===== src/rtl/cla_pkg.sv =====
// Shared constants and flag helper for the pipelined carry-lookahead adder/subtractor.
package cla_pkg;

  localparam int BLK_W_DEF = 16;
  localparam int GRP_W     = 4;

  // Signed mode flags carry-in/out disagreement at the MSB; unsigned mode flags carry (add) or borrow (sub).
  function automatic logic ovfFlag(input logic sign, input logic sub,
                                   input logic cMsbIn, input logic cMsbOut);
    if (sign) return cMsbIn ^ cMsbOut;
    return sub ? ~cMsbOut : cMsbOut;
  endfunction

endpackage


===== src/rtl/cla_block.sv =====
// Combinational BLK_W-bit adder: 4-bit groups form group P/G, and every group
// carry and bit carry is a flat sum-of-products of the block carry-in.
module cla_block
  import cla_pkg::*;
#(
  parameter int BLK_W = BLK_W_DEF
) (
  input  logic [BLK_W-1:0] a,
  input  logic [BLK_W-1:0] b,
  input  logic             cin,
  output logic [BLK_W-1:0] sum,
  output logic             cout,
  output logic             c_msb_in
);

  localparam int NUM_GRP = BLK_W / GRP_W;

  logic [BLK_W-1:0]   w_g;
  logic [BLK_W-1:0]   w_p;
  logic [BLK_W-1:0]   w_c;
  logic [NUM_GRP-1:0] w_grpG;
  logic [NUM_GRP-1:0] w_grpP;
  logic [NUM_GRP:0]   w_grpC;
  logic               w_gTerm;
  logic               w_cTerm;
  logic               w_bTerm;

  assign w_g = a & b;
  assign w_p = a ^ b;

  always_comb begin
    w_grpG  = '0;
    w_grpP  = '0;
    w_gTerm = 1'b0;
    for (int j = 0; j < NUM_GRP; j++) begin
      w_grpP[j] = &w_p[j*GRP_W +: GRP_W];
      for (int i = 0; i < GRP_W; i++) begin
        w_gTerm = w_g[j*GRP_W+i];
        for (int m = i + 1; m < GRP_W; m++) w_gTerm = w_gTerm & w_p[j*GRP_W+m];
        w_grpG[j] = w_grpG[j] | w_gTerm;
      end
    end
  end

  // Group carry j: cin propagated through all lower groups, OR any lower group generating through the rest.
  always_comb begin
    w_grpC  = '0;
    w_cTerm = 1'b0;
    for (int j = 0; j <= NUM_GRP; j++) begin
      w_cTerm = cin;
      for (int m = 0; m < j; m++) w_cTerm = w_cTerm & w_grpP[m];
      w_grpC[j] = w_cTerm;
      for (int i = 0; i < j; i++) begin
        w_cTerm = w_grpG[i];
        for (int m = i + 1; m < j; m++) w_cTerm = w_cTerm & w_grpP[m];
        w_grpC[j] = w_grpC[j] | w_cTerm;
      end
    end
  end

  always_comb begin
    w_c     = '0;
    w_bTerm = 1'b0;
    for (int j = 0; j < NUM_GRP; j++) begin
      for (int i = 0; i < GRP_W; i++) begin
        w_bTerm = w_grpC[j];
        for (int m = 0; m < i; m++) w_bTerm = w_bTerm & w_p[j*GRP_W+m];
        w_c[j*GRP_W+i] = w_bTerm;
        for (int k = 0; k < i; k++) begin
          w_bTerm = w_g[j*GRP_W+k];
          for (int m = k + 1; m < i; m++) w_bTerm = w_bTerm & w_p[j*GRP_W+m];
          w_c[j*GRP_W+i] = w_c[j*GRP_W+i] | w_bTerm;
        end
      end
    end
  end

  assign sum      = w_p ^ w_c;
  assign cout     = w_grpC[NUM_GRP];
  assign c_msb_in = w_c[BLK_W-1];

endmodule


===== src/rtl/cla_addsub_pipe.sv =====
// Pipelined add/sub: one lookahead block per stage, inter-block carry registered,
// valid/ready handshake with a whole-pipe stall when the output is blocked.
module cla_addsub_pipe
  import cla_pkg::*;
#(
  parameter int WIDTH = 32,
  parameter int BLK_W = BLK_W_DEF
) (
  input  logic             clk,
  input  logic             rst,
  input  logic             in_valid,
  output logic             in_ready,
  input  logic [WIDTH-1:0] a,
  input  logic [WIDTH-1:0] b,
  input  logic             sub,
  input  logic             sign,
  output logic             out_valid,
  input  logic             out_ready,
  output logic [WIDTH-1:0] sum,
  output logic             cout,
  output logic             ovf,
  output logic             zero,
  output logic             neg
);

  localparam int NUM_BLK = WIDTH / BLK_W;

  logic             w_adv;
  logic [WIDTH-1:0] r_a     [NUM_BLK];
  logic [WIDTH-1:0] r_b     [NUM_BLK];
  logic [WIDTH-1:0] r_sum   [NUM_BLK];
  logic             r_valid [NUM_BLK];
  logic             r_carry [NUM_BLK];
  logic             r_sub   [NUM_BLK];
  logic             r_sign  [NUM_BLK];
  logic             r_ovf;
  logic             r_zero;
  logic             r_neg;

  logic [WIDTH-1:0] w_stA     [NUM_BLK];
  logic [WIDTH-1:0] w_stB     [NUM_BLK];
  logic [WIDTH-1:0] w_stSum   [NUM_BLK];
  logic [WIDTH-1:0] w_nxSum   [NUM_BLK];
  logic             w_stValid [NUM_BLK];
  logic             w_stCin   [NUM_BLK];
  logic             w_stSub   [NUM_BLK];
  logic             w_stSign  [NUM_BLK];
  logic [BLK_W-1:0] w_blkSum  [NUM_BLK];
  logic             w_blkCout [NUM_BLK];
  logic             w_blkCmsb [NUM_BLK];

  assign w_adv    = ~out_valid | out_ready;
  assign in_ready = w_adv;

  // Stage 0 takes the ports (B inverted, Cin = sub); later stages take the previous stage registers.
  always_comb begin
    w_stValid[0] = in_valid;
    w_stA[0]     = a;
    w_stB[0]     = b ^ {WIDTH{sub}};
    w_stCin[0]   = sub;
    w_stSub[0]   = sub;
    w_stSign[0]  = sign;
    w_stSum[0]   = '0;
    for (int k = 1; k < NUM_BLK; k++) begin
      w_stValid[k] = r_valid[k-1];
      w_stA[k]     = r_a[k-1];
      w_stB[k]     = r_b[k-1];
      w_stCin[k]   = r_carry[k-1];
      w_stSub[k]   = r_sub[k-1];
      w_stSign[k]  = r_sign[k-1];
      w_stSum[k]   = r_sum[k-1];
    end
  end

  for (genvar k = 0; k < NUM_BLK; k++) begin : g_blk
    cla_block #(.BLK_W(BLK_W)) u_blk (
      .a        (w_stA[k][k*BLK_W +: BLK_W]),
      .b        (w_stB[k][k*BLK_W +: BLK_W]),
      .cin      (w_stCin[k]),
      .sum      (w_blkSum[k]),
      .cout     (w_blkCout[k]),
      .c_msb_in (w_blkCmsb[k])
    );
  end

  always_comb begin
    for (int k = 0; k < NUM_BLK; k++) begin
      w_nxSum[k]                   = w_stSum[k];
      w_nxSum[k][k*BLK_W +: BLK_W] = w_blkSum[k];
    end
  end

  // Data registers only load on a valid beat, so bubbles leave the last result on the outputs.
  always_ff @(posedge clk) begin
    if (rst) begin
      for (int k = 0; k < NUM_BLK; k++) begin
        r_valid[k] <= 1'b0;
        r_sum[k]   <= '0;
        r_carry[k] <= 1'b0;
      end
      r_ovf  <= 1'b0;
      r_zero <= 1'b0;
      r_neg  <= 1'b0;
    end else if (w_adv) begin
      for (int k = 0; k < NUM_BLK; k++) begin
        r_valid[k] <= w_stValid[k];
        if (w_stValid[k]) begin
          r_sum[k]   <= w_nxSum[k];
          r_carry[k] <= w_blkCout[k];
          if (k < NUM_BLK - 1) begin
            r_a[k]    <= w_stA[k];
            r_b[k]    <= w_stB[k];
            r_sub[k]  <= w_stSub[k];
            r_sign[k] <= w_stSign[k];
          end
        end
      end
      if (w_stValid[NUM_BLK-1]) begin
        r_ovf  <= ovfFlag(w_stSign[NUM_BLK-1], w_stSub[NUM_BLK-1],
                          w_blkCmsb[NUM_BLK-1], w_blkCout[NUM_BLK-1]);
        r_zero <= (w_nxSum[NUM_BLK-1] == '0);
        r_neg  <= w_nxSum[NUM_BLK-1][WIDTH-1];
      end
    end
  end

  assign out_valid = r_valid[NUM_BLK-1];
  assign sum       = r_sum[NUM_BLK-1];
  assign cout      = r_carry[NUM_BLK-1];
  assign ovf       = r_ovf;
  assign zero      = r_zero;
  assign neg       = r_neg;

endmodule


===== config.mk =====
export PLATFORM = sky130hd
export DESIGN_NAME = cla_addsub_pipe
export DESIGN_NICKNAME = d
export VERILOG_FILES = /design/src/rtl/cla_pkg.sv /design/src/rtl/cla_block.sv /design/src/rtl/cla_addsub_pipe.sv
export SDC_FILE = /design/constraint.sdc
export NUM_CORES = 1
export LEC_CHECK = 0
export ABC_CLOCK_PERIOD_IN_PS = 6900
export CAP_MARGIN = 20
export CORE_ASPECT_RATIO = 0.9
export CORE_MARGIN = 2
export CORE_UTILIZATION = 45
export DETAILED_ROUTE_END_ITERATION = 16
export GPL_ROUTABILITY_DRIVEN = 0
export PLACE_DENSITY = 0.71
export SKIP_CTS_REPAIR_TIMING = 1
export SYNTH_ARGS = -nofsm -noshare
export SYNTH_HDL_FRONTEND = slang
export SYNTH_SLANG_ARGS = --single-unit

===== constraint.sdc =====
create_clock -name clk -period 6.9 [get_ports clk]
set_clock_uncertainty 0.1 [all_clocks]
set_input_delay 1.035 -clock clk [delete_from_list [all_inputs] [get_ports clk]]
set_output_delay 1.035 -clock clk [all_outputs]
set_load 0.02 [all_outputs]

==> results.md <==
| Stage | Parameter | Reported |
| --- | --- | --- |
| worst setup path | Cells along the critical path | buf_2 > xor2_1 > ha_1 > a21o_1 > a21oi_2 > o21ai_1 > a221oi_2 > o21ai_1 > ha_1 > o21ai_0 > nand2b_1 > a21oi_1 > xor2_1 > nor2_1 |
| logic synthesis | Complex-gate fraction of the synthesized area | 7.22% |
| status | Run status | finished clean |
| worst setup path | Required time at the endpoint of the critical path | 6.89 ns |
| finish | Filler cell count in the final layout | 870 |
| logic synthesis | Count of distinct cell types in the synthesized netlist | 45 |
| pwr | Leakage power figure | 2.52 nW |
| routing | First-pass iteration count of the detailed router | 4 |
| worst setup path | Biggest cell delay along the critical path | 0.72 ns |
| sta | Clock period minus final worst setup slack | 4.11 ns |
| worst setup path | Worst Path Arrival | 4.10 ns |
| routing | Total via count in the routed design | 3143 |
| pwr | Sequential cell fraction of total power | 45.0% |
| logic synthesis | Synth Area in XOR/XNOR | 9.20% |
| sta | Post-layout worst setup margin | 2.79 ns |
| logic synthesis | Share of synthesized flip-flops with an asynchronous set or reset | 0% |
| routing | Remaining antenna violation count | 0 |
| pwr | Power per unit of standard cell area | 235 nW/um2 |
| global route | Global-route wire length before repair | 15500 um |
| logic synthesis | Top cells by area, synth | sky130_fd_sc_hd__edfxtp_1, sky130_fd_sc_hd__ha_1, sky130_fd_sc_hd__xor2_1 |
| sta | Final setup fails | 0 |
| sta | Final period util | 59.5% |
| pwr | Comb pwr share | 22.7% |
| worst setup path | Slowest cell on crit path | sky130_fd_sc_hd__buf_2 |
| clocking | Clock root buffer | sky130_fd_sc_hd__clkbuf_16 |
| die | Number of placement rows | 36 |
| global route | Total routing usage reported by global routing | 16.7% |
| routing | DRC viols | 0 |
| sta | Final Hold Viols | 0 |
| clocking | Number of levels in the clock H-tree | 3 |
| die | Width of the chip | 116 um |
| die | Starting density of the core | 46.5% |
| clocking | Clock sink count | 89 |
| logic synthesis | Dominant combinational cell family by area after synthesis | adder cells |
| routing | Sum of routed wire length over all layers | 9610 um |
| place | Port bufs | 107 |
| logic synthesis | Portion of the post-synthesis area used by sequential elements | 52.4% |
| finish | Area taken by flip-flops and latches | 2640 um2 |
| die | Area inside the core boundary | 10900 um2 |
| finish | Area occupied by multi-input gates | 2070 um2 |
| routing | Via density | 4.88 |
| logic synthesis | Warnings, synthesis | 0 |
| worst setup path | Critical path class | primary input to flop |
| clocking | Number of clock buffers inserted by TritonCTS | 9 |
| worst setup path | Category of the worst setup path capture point | flop |
| finish | Area growth, synth to finish | 26.0% |
| routing | Routed wire per std cell | 14.9 um |
| clocking | Clock Pin Slew Worst Setup and Hold Paths | 0.07 ns |
| global route | Via count of the first global-routing pass | 3201 |
| worst hold path | Class of the most critical hold timing path | flop to flop |
| sta | Post-route setup TNS | 0 ns |
| sta | Worst slew slack as a fraction of its limit | 36.1% |
| die | Die Footprint | 12100 um2 |
| clocking | Clock insertion delay at the later pin of the skew report | 0.34 ns |
| logic synthesis | Mapped Cells | 408 |
| global route | Antenna violations before repair | 0 |
| global route | Pin count of the biggest net entering global routing | 37 |
| worst setup path | Setup crit start kind | primary input |
| place | Detailed Place HPWL | 7440 um |
| logic synthesis | Number of enable flip-flop cells after synthesis | 86 |
| logic synthesis | Dominant synthesized flop cell | sky130_fd_sc_hd__edfxtp_1 |
| finish | Layout cells sized above 1 | 5.49% |
| logic synthesis | Net Count, Synth | 525 |
| logic synthesis | Mean area per synthesized cell | 12.4 um2 |
| die | Die Span Y | 104 um |
| routing | Number of DRC markers after the initial detailed-route iteration | 115 |
| pwr | Clk network pwr share | 32.3% |
| logic synthesis | Fraction of synthesized cell area taken by the top area cell type | 51.2% |
| clocking | Maximum root-to-sink buffer count | 2 |
| pwr | Switching power | 0.400 mW |
| finish | Antenna cell count | 0 |
| finish | Total Nets Final | 605 |
| pwr | Final Power | 1.49 mW |
| place | Placed insts | 627 |
| clocking | CTS tree | done |
| job | Maximum capacitance violations | 0 |
| logic synthesis | Post-Synth Simple-Gate Area | 11.2% |
| sta | Least-Margin Pin Slew | 0.959 ns |
| pwr | Internal | 1.09 mW |
| die | I/O Pins | 108 |
| sta | Final number of max-transition violations | 0 |
| finish | Final cell count without fillers | 644 |
| logic synthesis | Synth Cell Area | 5040 um2 |
| pwr | Worst IR drop on VDD | 0.126 mV |
| sta | Setup repair after global routing missed its margin | no |
| logic synthesis | Dominant cell type by area after synthesis | sky130_fd_sc_hd__edfxtp_1 |
| pwr | Switching part of the total power | 26.9% |
| worst setup path | Largest fanout on the critical path | 36 |
| global route | Total overflow reported by the global router | 0 |
| sta | Fmax | 243 MHz |
| place | Worst setup slack before clock tree synthesis | 2.40 ns |
| logic synthesis | Adder and majority gate portion of the synthesized area | 12.7% |
| logic synthesis | Post-synthesis mux area share | 0.595% |
| logic synthesis | Yosys reg bits | 89 |
-- metrics by stage --
stage | util (%) | hold slack (ns) | area [um2]
finish | 58.5 | 0.427 | 6350
global route | 58.5 | 0.434 | 6350
CTS | 58.2 | 0.433 | 6320
detailed placement | 55.6 | 0.414 | 6030
global placement | 55.6 | 0.415 | 6030
floorplan | - | 0.425 | 5040
-- logic make-up (layout without fill, tap and decap cells) --
| group | after synthesis | in the layout |
|---|---|---|
| and+or+nand+nor | 107 | 107 |
| AOI/OAI and AO/OA | 53 | 53 |
| xor gates and xnor gates | 53 | 53 |
| adders and majority gates | 47 | 47 |
| muxes | 3 | 3 |
| DFF | 89 | 89 |
| buffers and inverters | 56 | 140 |
-- synth_stat cells, drive strengths merged, types with 3 or more instances --
cell,instances
o21a,5
fa,7
and2,25
xnor2,10
o21ai,13
a21oi,15
buf,39
dfxtp,3
ha,40
or3,3
nand4,6
edfxtp,86
nor4,5
mux2i,3
a21o,9
nand2b,8
xor2,43
nand3,4
nor2,37
a22o,3
inv,15
nand2,9
-- registers in the layout, summed over array words and instances, names as in the netlist --
name	flops
zero	1
ovf	1
r_sign	1
neg	1
r_carry	2
r_b	16
r_sub	1
r_sum	48
r_a	16
r_valid	2
-- critical path, delay by kind of cell --
family / cells / cell delay, ns
fa+ha+maj: 2 / 0.54
compound gates: 7 / 1.32
simple gates: 2 / 0.15
xor+xnor: 2 / 0.31
buf+inv: 1 / 0.72
-- metal layers --
| layer | vias up | global-route usage [%] | wire [um] |
|---|---|---|---|
| met1 | 1464 | 24.0 | 4610 |
| met3 | 17 | 3.26 | 495 |
| li1 | 1561 | - | - |
| met5 | - | 0 | 0 |
| met4 | 0 | 7.14 | 257 |
| met2 | 101 | 24.6 | 4250 |
-- cell usage in the layout (no fill, tap or decap), drive strengths merged, types with 5 or more instances in the layout --
master,n
a21oi,15
o21ai,13
nand2b,8
inv,15
clkdlybuf4s50,106
nand2,9
nor4,5
nor2,37
a21o,9
fa,7
xor2,43
xnor2,10
and2,25
o21a,5
ha,40
nand4,6
clkbuf,9
edfxtp,86
-- power by group through the flow --
stage,registers [mW],clock network (mW),logic [mW]
after floorplan,0.679,0,0.223
after global placement,0.682,0,0.325
after detailed placement,0.683,0,0.332
after CTS,0.672,0.485,0.334
after global routing,0.676,0.507,0.370
final,0.671,0.481,0.339
-- final cells by class --
class	count	area share (%)
multi-input cells	263	32.5
well taps	152	2.99
repair buffers	110	17.5
flip-flops and latches	89	41.6
clock buffers	9	3.54
inverters	15	0.886
clock inverters	6	0.945
-- path summary, 6_finish.rpt --
kind | start | end | slack, ns | cells after the start
max reg2reg | r_a[0][16] | zero | 3.87 | 10
min | neg | neg | 0.43 | 1
min reg2reg | neg | neg | 0.43 | 1
max | sub | r_sum[0][15] | 2.79 | 14
(Power assumes the default switching activity.)
